`src/rtl/mv_window_ctrl_if.sv`:
```
// Handshake/bus bundle between the moving-window controller and its environment.
// Latency: none (plain signal bundle).
// Backpressure: carries iStall from downstream; the controller freezes progress while it is high.
interface mv_window_ctrl_if #(
    parameter int WIN_ROWS = 5,
    parameter int ADDR_W   = 13
);
    logic                iRun_MV;
    logic                iAbort;
    logic                iStall;
    logic [WIN_ROWS-1:0] iFF_full;
    logic                iSum_finish;
    logic                oRun_sum;
    logic                oRst_reg;
    logic [WIN_ROWS-1:0] oRdreq_FF;
    logic [WIN_ROWS-1:0] oWrreq_FF;
    logic                oRd_OM;
    logic [ADDR_W-1:0]   oAddr_OM;
    logic [ADDR_W-1:0]   oPosition;
    logic                oOutput_ready;
    logic                oBusy;
    logic                oErr;
    logic [15:0]         oStall_cnt;

    // Controller side
    modport slave (
        input  iRun_MV, iAbort, iStall, iFF_full, iSum_finish,
        output oRun_sum, oRst_reg, oRdreq_FF, oWrreq_FF, oRd_OM, oAddr_OM,
        output oPosition, oOutput_ready, oBusy, oErr, oStall_cnt
    );

    // Environment side
    modport master (
        output iRun_MV, iAbort, iStall, iFF_full, iSum_finish,
        input  oRun_sum, oRst_reg, oRdreq_FF, oWrreq_FF, oRd_OM, oAddr_OM,
        input  oPosition, oOutput_ready, oBusy, oErr, oStall_cnt
    );
endinterface

```
`src/rtl/mv_window_ctrl.sv`:
```
// Moving-window controller: streams the OM frame into a WIN_ROWS line-FIFO cascade, starts the sum engine, tracks window position.
// Latency: OM read -> FIFO write 1 cycle; last-row FIFO read -> oRun_sum 1 cycle; oPosition == OUT_READY_VAL -> oOutput_ready 1 cycle.
// Backpressure: iStall freezes address, pixel counter and read-valid and zeroes all requests for that cycle; oPosition still follows iSum_finish.
// Optional feature macro MV_STALL_CNT_EN: enables the 16-bit saturating stall-cycle counter on oStall_cnt.
module mv_window_ctrl #(
    parameter int IMG_W         = 80,
    parameter int IMG_H         = 60,
    parameter int WIN_ROWS      = 5,
    parameter int ADDR_W        = 13,
    parameter int OUT_READY_VAL = IMG_W * IMG_H
) (
    input  logic            iClk,
    input  logic            iReset_n,
    mv_window_ctrl_if.slave bus
);
    localparam int unsigned       PIX_TOTAL = IMG_W * IMG_H;
    localparam logic [ADDR_W-1:0] LAST_ADDR = ADDR_W'(PIX_TOTAL - 1);
    localparam logic [ADDR_W-1:0] POS_MAX   = '1;
    localparam logic [ADDR_W-1:0] DONE_POS  = ADDR_W'(OUT_READY_VAL);
    localparam logic [ADDR_W:0]   STRIDE    = (ADDR_W + 1)'(WIN_ROWS - 1);

    typedef enum logic [1:0] {S_IDLE, S_FILL, S_RUN, S_DONE} state_t;

    state_t              r_state;
    state_t              w_state_nxt;
    logic [ADDR_W-1:0]   r_addr;
    logic                r_om_done;
    logic                r_pix_v;
    logic [15:0]         r_pix_cnt;
    logic [WIN_ROWS-1:0] r_rd_en;
    logic                r_run_sum;
    logic [ADDR_W-1:0]   r_pos;
    logic                r_fin_d;
    logic                r_err;

    logic                w_active;
    logic                w_adv;
    logic                w_start;
    logic                w_abort;
    logic                w_rd_om;
    logic                w_pix_v;
    logic [WIN_ROWS-1:0] w_set;
    logic [WIN_ROWS-1:0] w_wrreq;
    logic [WIN_ROWS-1:0] w_rdreq;
    logic                w_fin;
    logic                w_fall;
    logic [ADDR_W:0]     w_pos_inc;
    logic [ADDR_W:0]     w_pos_sum;
    logic [ADDR_W-1:0]   w_pos_nxt;

    assign w_active = (r_state == S_FILL) || (r_state == S_RUN);
    assign w_adv    = w_active & ~bus.iStall;
    assign w_start  = (r_state == S_IDLE) & bus.iRun_MV;
    assign w_abort  = bus.iAbort & (r_state != S_IDLE);
    // The read valid is held through a stall and only consumed on an advancing cycle.
    assign w_rd_om  = w_adv & ~r_om_done;
    assign w_pix_v  = r_pix_v & w_adv;

    // Row k becomes readable once the pixel counter reaches (k+1) full lines.
    always_comb begin
        w_set = '0;
        for (int k = 0; k < WIN_ROWS; k++) begin
            if (w_pix_v && ((r_pix_cnt + 16'd1) == 16'((k + 1) * IMG_W))) begin
                w_set[k] = 1'b1;
            end
        end
    end

    // Each FIFO is written while the row above it is being drained: a row cascade.
    assign w_wrreq = {r_rd_en[WIN_ROWS-2:0], 1'b1} & {WIN_ROWS{w_pix_v}};
    assign w_rdreq = r_rd_en & {WIN_ROWS{w_pix_v}};

    assign w_fin     = bus.iSum_finish & (r_state == S_RUN);
    assign w_fall    = ~bus.iSum_finish & r_fin_d & (r_state == S_RUN);
    assign w_pos_inc = w_fin ? (ADDR_W + 1)'(1) : (w_fall ? STRIDE : '0);
    assign w_pos_sum = {1'b0, r_pos} + w_pos_inc;
    assign w_pos_nxt = (w_pos_sum > {1'b0, POS_MAX}) ? POS_MAX : w_pos_sum[ADDR_W-1:0];

    // State register
    always_ff @(posedge iClk or negedge iReset_n) begin
        if (!iReset_n) r_state <= S_IDLE;
        else           r_state <= w_state_nxt;
    end

    // Next-state logic; abort overrides every other transition
    always_comb begin
        w_state_nxt = r_state;
        case (r_state)
            S_IDLE: if (bus.iRun_MV) w_state_nxt = S_FILL;
            S_FILL: if (w_set[WIN_ROWS-1]) w_state_nxt = S_RUN;
            S_RUN:  if (r_pos == DONE_POS) w_state_nxt = S_DONE;
            S_DONE: w_state_nxt = S_IDLE;
            default: w_state_nxt = S_IDLE;
        endcase
        if (w_abort) w_state_nxt = S_IDLE;
    end

    // OM address walk and one-cycle-latency read valid
    always_ff @(posedge iClk or negedge iReset_n) begin
        if (!iReset_n) begin
            r_addr    <= '0;
            r_om_done <= 1'b0;
            r_pix_v   <= 1'b0;
        end else if (w_start) begin
            r_addr    <= '0;
            r_om_done <= 1'b0;
            r_pix_v   <= 1'b0;
        end else if (w_abort) begin
            r_pix_v   <= 1'b0;
        end else if (w_adv) begin
            r_pix_v <= w_rd_om;
            if (w_rd_om) begin
                if (r_addr == LAST_ADDR) r_om_done <= 1'b1;
                else                     r_addr    <= r_addr + 1'b1;
            end
        end
    end

    // Pixel counter and sticky per-row read enables
    always_ff @(posedge iClk or negedge iReset_n) begin
        if (!iReset_n) begin
            r_pix_cnt <= '0;
            r_rd_en   <= '0;
        end else if (r_state == S_IDLE) begin
            r_rd_en <= '0;
            if (bus.iRun_MV) r_pix_cnt <= '0;
        end else if (w_pix_v) begin
            r_pix_cnt <= r_pix_cnt + 16'd1;
            r_rd_en   <= r_rd_en | w_set;
        end
    end

    // Sum engine runs one cycle behind the last-row FIFO read
    always_ff @(posedge iClk or negedge iReset_n) begin
        if (!iReset_n) r_run_sum <= 1'b0;
        else           r_run_sum <= w_rdreq[WIN_ROWS-1];
    end

    // Window position: +1 per finished column, +WIN_ROWS-1 at end of row
    always_ff @(posedge iClk or negedge iReset_n) begin
        if (!iReset_n) begin
            r_pos   <= '0;
            r_fin_d <= 1'b0;
        end else if (w_start) begin
            r_pos   <= '0;
            r_fin_d <= 1'b0;
        end else begin
            r_pos   <= w_pos_nxt;
            r_fin_d <= w_fin;
        end
    end

    // Sticky overflow flag, cleared only by an accepted start
    always_ff @(posedge iClk or negedge iReset_n) begin
        if (!iReset_n)                       r_err <= 1'b0;
        else if (w_start)                    r_err <= 1'b0;
        else if (|(w_wrreq & bus.iFF_full))  r_err <= 1'b1;
    end

`ifdef MV_STALL_CNT_EN
    logic [15:0] r_stall_cnt;

    // Saturating count of stalled FILL/RUN cycles
    always_ff @(posedge iClk or negedge iReset_n) begin
        if (!iReset_n)                                            r_stall_cnt <= '0;
        else if (w_start)                                         r_stall_cnt <= '0;
        else if (w_active && bus.iStall && (r_stall_cnt != 16'hFFFF)) r_stall_cnt <= r_stall_cnt + 16'd1;
    end

    assign bus.oStall_cnt = r_stall_cnt;
`else
    assign bus.oStall_cnt = 16'd0;
`endif

    assign bus.oRd_OM        = w_rd_om;
    assign bus.oAddr_OM      = r_addr;
    assign bus.oWrreq_FF     = w_wrreq;
    assign bus.oRdreq_FF     = w_rdreq;
    assign bus.oRun_sum      = r_run_sum & (r_state == S_RUN);
    assign bus.oPosition     = r_pos;
    assign bus.oOutput_ready = (r_state == S_DONE);
    assign bus.oRst_reg      = (r_state == S_DONE);
    assign bus.oBusy         = (r_state != S_IDLE);
    assign bus.oErr          = r_err;
endmodule

```
`src/flat_wrapper.sv`:
```
// flat-port wrapper written by rule: the top's interface ports become plain ports
module mv_window_ctrl_flat 
#(
    parameter int IMG_W         = 80,
    parameter int IMG_H         = 60,
    parameter int WIN_ROWS      = 5,
    parameter int ADDR_W        = 13,
    parameter int OUT_READY_VAL = IMG_W * IMG_H
)
  (iClk, iReset_n, bus_iRun_MV, bus_iAbort, bus_iStall, bus_iFF_full, bus_iSum_finish, bus_oRun_sum, bus_oRst_reg, bus_oRdreq_FF, bus_oWrreq_FF, bus_oRd_OM, bus_oAddr_OM, bus_oPosition, bus_oOutput_ready, bus_oBusy, bus_oErr, bus_oStall_cnt);
  mv_window_ctrl_if #(.WIN_ROWS(WIN_ROWS), .ADDR_W(ADDR_W)) bus_i ();
  input  logic iClk;
  input  logic iReset_n;
  input wire logic [$bits(bus_i.iRun_MV)-1:0] bus_iRun_MV;
  input wire logic [$bits(bus_i.iAbort)-1:0] bus_iAbort;
  input wire logic [$bits(bus_i.iStall)-1:0] bus_iStall;
  input wire logic [$bits(bus_i.iFF_full)-1:0] bus_iFF_full;
  input wire logic [$bits(bus_i.iSum_finish)-1:0] bus_iSum_finish;
  output wire logic [$bits(bus_i.oRun_sum)-1:0] bus_oRun_sum;
  output wire logic [$bits(bus_i.oRst_reg)-1:0] bus_oRst_reg;
  output wire logic [$bits(bus_i.oRdreq_FF)-1:0] bus_oRdreq_FF;
  output wire logic [$bits(bus_i.oWrreq_FF)-1:0] bus_oWrreq_FF;
  output wire logic [$bits(bus_i.oRd_OM)-1:0] bus_oRd_OM;
  output wire logic [$bits(bus_i.oAddr_OM)-1:0] bus_oAddr_OM;
  output wire logic [$bits(bus_i.oPosition)-1:0] bus_oPosition;
  output wire logic [$bits(bus_i.oOutput_ready)-1:0] bus_oOutput_ready;
  output wire logic [$bits(bus_i.oBusy)-1:0] bus_oBusy;
  output wire logic [$bits(bus_i.oErr)-1:0] bus_oErr;
  output wire logic [$bits(bus_i.oStall_cnt)-1:0] bus_oStall_cnt;
  assign bus_i.iRun_MV = bus_iRun_MV;
  assign bus_i.iAbort = bus_iAbort;
  assign bus_i.iStall = bus_iStall;
  assign bus_i.iFF_full = bus_iFF_full;
  assign bus_i.iSum_finish = bus_iSum_finish;
  assign bus_oRun_sum = bus_i.oRun_sum;
  assign bus_oRst_reg = bus_i.oRst_reg;
  assign bus_oRdreq_FF = bus_i.oRdreq_FF;
  assign bus_oWrreq_FF = bus_i.oWrreq_FF;
  assign bus_oRd_OM = bus_i.oRd_OM;
  assign bus_oAddr_OM = bus_i.oAddr_OM;
  assign bus_oPosition = bus_i.oPosition;
  assign bus_oOutput_ready = bus_i.oOutput_ready;
  assign bus_oBusy = bus_i.oBusy;
  assign bus_oErr = bus_i.oErr;
  assign bus_oStall_cnt = bus_i.oStall_cnt;
  mv_window_ctrl #(.IMG_W(IMG_W), .IMG_H(IMG_H), .WIN_ROWS(WIN_ROWS), .ADDR_W(ADDR_W), .OUT_READY_VAL(OUT_READY_VAL)) u_core (.iClk(iClk), .iReset_n(iReset_n), .bus(bus_i));
endmodule
```
`config.mk`:
```
export PLATFORM = sky130hd
export DESIGN_NAME = mv_window_ctrl_flat
export DESIGN_NICKNAME = d
export VERILOG_FILES = /design/src/rtl/mv_window_ctrl_if.sv /design/src/rtl/mv_window_ctrl.sv /design/src/flat_wrapper.sv
export SDC_FILE = /design/constraint.sdc
export NUM_CORES = 1
export LEC_CHECK = 0
export CORE_UTILIZATION = 45
export DETAILED_ROUTE_END_ITERATION = 8
export GPL_TIMING_DRIVEN = 0
export PLACE_DENSITY = 0.71
export SLEW_MARGIN = 20
export SYNTH_ARGS = -nofsm -noshare
export SYNTH_HDL_FRONTEND = slang
export SYNTH_SLANG_ARGS = --single-unit
```
`constraint.sdc`:
```
create_clock -name iClk -period 3.4 [get_ports iClk]
set_clock_uncertainty 0.2 [all_clocks]
set_input_delay 0.68 -clock iClk [delete_from_list [all_inputs] [get_ports iClk]]
set_output_delay 0.68 -clock iClk [all_outputs]
set_load 0.005 [all_outputs]
```
==> metrics.md <==
| Metric | Value |
|---|---|
| Maximum root-to-sink buffer count | 2 |
| Ant. Diodes | 0 |
| 1st-iter DRT viols | about 160 |
| Clk root buf | clkbuf_8 |
| R2R depth | 11 |
| Crit Reg-Reg Endpoint | u_core.r_pix_cnt[8] |
| Clock share of power | 21.7% |
| Main synth FF type | dfrtp_1 |
| Final hold violations | 0 |
| Die Area | 8130 µm² |
| Synth area leaders | dfrtp_1, xnor2_1, buf_4, nor2_1, ha_1 |
| Reg-to-Reg Start | u_core.r_state[0] |
| Post-CTS sizing | 0 |
| Hold WC Path Type | primary input to asynchronous set/reset pin |
| Leakage | 0.00189 µW |
| Worst setup EP type | output port |
| Crit path arrival time | 2410 ps |
| DR WL/cell | 13.7 µm |
| Synth Area per Inst | 9.02 µm² |
| Final core occ | between 50% and 60% |
| First-pass GRT wire length | 13.0 mm |
| Post-DP HPWL | 5.58 mm |
| R2R Setup Slk | 580 ps |
| Worst-Skew Late Latency | 310 ps |
| Fin crit share | a little over nine tenths |
| DRC | 0 |
| Share of cells above drive strength 1 | 13.2% |
| Run status | completed |
| All-Layer GR Usage | slightly below 20% |
| CTS tree | yes |
| Final wirelength | around 7.7 mm |
| Synthesized flop and latch total | 54 |
| Yosys top cell by area | dfrtp_1 |
| Number of port buffers | 52 |
| Core footprint | 7370 µm² |
| Setup TNS | 0 ps |
| Antenna violations before repair | 0 |
| Cells after Synth | a little under 400 |
| Max Cap Viol | 0 |
| Synth top area share | 38.6% |
| Psw | approximately 630 µW |
| Global route overflow | 0 |
| RSZ-0062 raised after global routing | no |
| Yosys cell types | 62 |
| Clock period minus worst slack | 3290 ps |
| Most frequent cells in the layout | dfrtp_1, clkdlybuf4s50_1, nor2_1, nand2_1, buf_4 |
| Post-synth EDFFs | 0 |
| Initial core utilization | 47.5% |
| Syn-to-layout area delta | 22.8% |
| PwrDens | 412 nW/µm² |
| Clock transition at the registers of the reported paths | 100 ps |
| Fillers | between 600 and 700 |
| Commonest non-fill, non-tap cell in the layout | dfrtp_1 |
| Num CTS Buffers | 5 |
| Logic pwr share | 35.0% |
| First drt pass iteration count | 4 |
| Crit path setup slack, layout | 113 ps |
| Part of the Yosys area used for sequential elements | about two fifths |
| Post-route ant nets | 0 |
| Die H | 90.2 µm |
| Slew Limit Headroom | 53.2% |
| Startpoint types | register |
| Cell Int Power | 1130 µW |
| Final Max Tran Viols | 0 |
| Crit Path Category | register to output port |
| Largest net degree at the start of global routing | 55 |
| Peak supply drop | 0.267 mV |
| Via Count | approximately 3000 |
| # IOs | 69 |
| H-tree depth | 2 |
| Die Wd | between 90 and 100 µm |
| Design area | 4300 µm² |
| Area after DPL | between 4000 and 5000 µm² |
| # clock sinks | 54 |
| CTS Hold Bufs | 0 |
| Hold slack | slightly above 200 ps |
| CP required | 2520 ps |
| Final setup violation count | 0 |
| Highest fanout seen on the critical path | 10 |
| Mapped Area | roughly 3500 µm² |
| Slew @ Worst Pin | ~700 ps |
| Row count | 31 |
| Routability congestion estimate | 0.846 |
| Vias per cell | 5.25 |
| Max Clock Freq | 304 MHz |
| Nets | 484 |
| Number of global-route vias before repair | ~2700 |
| Setup bufs post-CTS | 0 |
| Ys Warns | 0 |
| Setup WS pre-CTS | about 200 ps |
| Switching part of the total | 35.9% |
| Part of the power in registers | 43.2% |
| Post-synth ARST share | 100% |
[how the worst max path moves through the flow]
stage / to / start / slack, ps
global placement: u_core.r_rd_en[1] / iReset_n / -250
detailed placement: bus_oWrreq_FF[0] / bus_iStall / 200
finish: bus_oWrreq_FF[0] / u_core.r_state[1] / 110
CTS: bus_oWrreq_FF[0] / u_core.r_state[1] / 110
global route: bus_oWrreq_FF[0] / u_core.r_state[1] / 6
floorplan: u_core.bus.oPosition[0] / u_core.r_state[0] / 980
[worst max-delay path, cell delays in order (launching register included)]
cell	delay, ps
dfrtp_1	450
inv_1	110
ha_1	350
nor2b_1	130
buf_2	210
and2_1	160
buf_6	120
buf_4	90
clkdlybuf4s50_1	480
[synth_stat cells (7+ instances only)]
master / instances
nor2_1: 44
ha_1: 11
inv_1: 8
buf_4: 24
nand3_1: 15
xor2_1: 7
nand2_1: 34
clkbuf_1: 7
xnor2_1: 21
a21oi_1: 17
and2_1: 7
nor3_1: 13
dfrtp_1: 54
and3_1: 18
o21ai_0: 24
[sequential cells by signal (all words and copies together) (netlist names)]
signal	flops
u_core.r_pix_v	1
u_core.bus.oPosition	13
u_core.bus.oErr	1
u_core.r_run_sum	1
u_core.r_rd_en	5
u_core.r_pix_cnt	16
u_core.r_fin_d	1
u_core.r_om_done	1
u_core.r_state	2
u_core.bus.oAddr_OM	13
[power by group through the flow]
stage	logic, µW	registers [µW]	clock network [µW]
6_report	620	765	384
5_1_grt	685	777	427
4_1_cts	620	765	406
3_5_place_dp	618	777	0
3_3_place_gp	604	775	0
2_1_floorplan	384	762	0
[metal layers]
metal	wire length [µm]	vias up	share of wire [%]	global-route usage, %
li1	-	1477	-	-
met1	3730	1409	49	26.9
met2	3630	59	47	31.6
met3	246	5	3.2	2.03
met4	65	0	0.85	5.24
met5	0	-	0	0
[metrics by stage]
step	total power, µW	std cells
after floorplan	1150	403
after global placement	1380	554
after detailed placement	1400	554
after CTS	1790	562
after global routing	1890	562
final	1770	562
[final cells by class]
| type | instances | area (µm²) | area share [%] |
|---|---|---|---|
| Timing Repair Buffer | 52 | 518 | 12.1 |
| Tap cell | 99 | 124 | 2.88 |
| Clock buffer | 6 | 82.6 | 1.92 |
| Multi-Input combinational cell | 300 | 1870 | 43.4 |
| Sequential cell | 54 | 1350 | 31.5 |
| Buffer | 41 | 308 | 7.17 |
| Inverter | 8 | 30.0 | 0.699 |
| Clock inverter | 2 | 16.3 | 0.379 |
[cell families (layout without fill, tap and decap cells)]
logic type      count (synthesis)  in the layout  synth area share (%)
simple gates                  172            172                  27.6
compound gates                 70             70                  12.2
flops                          54             54                  38.6
buf+inv                        49            109                  9.66
xor+xnor                       28             28                  7.01
fa+ha+maj                      11             11                  3.93
mux                             3              3                 0.858
other cells                     1             16                 0.107
Power figures use the tool's default switching activity.
==> RTL change (config.mk and constraints unchanged) <==
`WIN_ROWS` is set to 5 in 3 places; all go to 6.
--- a/src/rtl/mv_window_ctrl_if.sv
+++ b/src/rtl/mv_window_ctrl_if.sv
@@ -4,3 +4,3 @@
 interface mv_window_ctrl_if #(
-    parameter int WIN_ROWS = 5,
+    parameter int WIN_ROWS = 6,
     parameter int ADDR_W   = 13
--- a/src/rtl/mv_window_ctrl.sv
+++ b/src/rtl/mv_window_ctrl.sv
@@ -7,3 +7,3 @@
     parameter int IMG_H         = 60,
-    parameter int WIN_ROWS      = 5,
+    parameter int WIN_ROWS      = 6,
     parameter int ADDR_W        = 13,
--- a/src/flat_wrapper.sv
+++ b/src/flat_wrapper.sv
@@ -5,3 +5,3 @@
     parameter int IMG_H         = 60,
-    parameter int WIN_ROWS      = 5,
+    parameter int WIN_ROWS      = 6,
     parameter int ADDR_W        = 13,
Interface: changed (resized bus_iFF_full, bus_oRdreq_FF and bus_oWrreq_FF); port bits go from 69 to 72. No check against the original RTL was run, so the function may have changed too.
==> RTL change against the unedited design <==
- sequential cell count grew 1
- register-to-register slack lost 0.08 ns
- count of clock-buffer cells in the layout shrank 1
- synthesized area shrank 1.1%
- final cell count grew 0.71%
- setup slack lost 0.023 ns
- sequential power shrank 1%
- critical endpoint is now bus_oWrreq_FF[4]
- wire length grew 2.2%
- power shrank 3.0%
- design area grew 0.26%
- global-route usage grew 1.3 points
==> RTL change: results (changes against the unedited design) <==
| Metric | Value |
|---|---|
| Status | completed |
| Nets | 490 (+1.2%) |
| Count of buffers from port buffering | 55 (+5.8%) |
| Fill cell count | 656 (-2.5%) |
| Worst-Margin Slew | 0.788 ns (+0.0915 ns) |
| LEAKAGE | 1.97 nW (+4.2%) |
| Distinct cells, synth | 53 (-15%) |
| Fraction of area in multi-input gates | 43.4% (-0.056 points) |
| Crit-path max FO | 7 (-3) |
| GPL Wtd Cong | 0.812 (-4.0%) |
| P_clk | 0.000426 W (+11%) |
| Vias | 3005 (+1.9%) |
| Non-clock buffer share of cell area | 18.2% (-1.0 points) |
| Cell Area, Placed | 0.00419 mm2 (-0.21%) |
| Synth top cells by count | 55 x dfrtp_1, 42 x nand2_1, 36 x nor2_1 |
| Synth Area in XOR/XNOR | 6.58% (-0.43 points) |
| Reg-to-reg setup timing slack | 0.50 ns (-0.08 ns) |
| Tot GR Track Use | 20.6% (+1.3 points) |
| Post-synthesis sequential area ratio | 39.8% (+1.2 points) |
| Layout cells sized above 1 | 10.7% (-2.5 points) |
| Place WS | -0.0717 ns (-0.272 ns) |
| Maximum clock frequency | 302 MHz (-0.71%) |
| CP Capture Point | bus_oWrreq_FF[4] |
| Non-Filler Instances | 566 (+0.71%) |
| Switch Pwr | 0.000576 W (-9.2%) |
| Post-CTS Resized | 1 (+1) |
| DP Cell Count | 559 (+0.90%) |
| Worst Reg-to-Reg Cells | 10 (-1) |
| Worst R2R End | u_core.bus.oPosition[2] |
| Maximum vdd drop | 0.279 mV (+4.5%) |
| Adder-Cell Fraction of Synth Area | 3.98% (+0.044 points) |
| Crit path launch | bus_iStall |
| Synth area leaders | dfrtp_1 40%, buf_4 5.2%, nand2_1 4.6% |
| Finished Cell Area | 0.00431 mm2 (+0.26%) |
| Die area | 0.00804 mm2 (-1.1%) |
| Clock network area share | 2.47% (+0.17 points) |
| CP arrival | 2.43 ns (+0.02 ns) |
| Global-route wire length before repair | 12700 um (-1.8%) |
| Synth Area in Compound Gates | 12.8% (+0.68 points) |
| Initial DRC count | 153 (-5.6%) |
| Fraction of synthesized area in multiplexers | 1.74% (+0.88 points) |
| Largest net degree at the start of global routing | 56 (+1.8%) |
| Post-DP HPWL | 5700 um (+2.1%) |
## RTL change: cell count changes in the layout (fill, tap and decap cells not counted), sizes merged, moves of 5 or more
cell   delta
a31oi     -5
and3      -7
nand2     +8
nand3     +5
nor2      -8
nor4      -5
## RTL change: worst min path at each step
| stage | from | end | slack, ns | cells after the start |
|---|---|---|---|---|
| 2_1_floorplan | iReset_n | u_core.bus.oAddr_OM[0] | 0.18 | 0 |
| 3_3_place_gp | u_core.bus.oErr | u_core.bus.oErr | 0.28 | 2 |
| 3_5_place_dp | u_core.bus.oErr | u_core.bus.oErr | 0.29 | 2 |
| 4_1_cts | iReset_n | u_core.bus.oAddr_OM[0] | 0.25 | 1 |
| 5_1_grt | iReset_n | u_core.r_om_done | 0.27 | 1 |
| 6_report | iReset_n | u_core.r_pix_cnt[9] | 0.21 | 1 |
## RTL change: layer usage
layer  track usage (%)  wire length (um)  up-vias
met5                 0                 0        -
met4              5.77                93        0
met3              3.93               427        8
met2              32.5              3600       85
met1              28.9              3730     1425
li1                  -                 -     1487
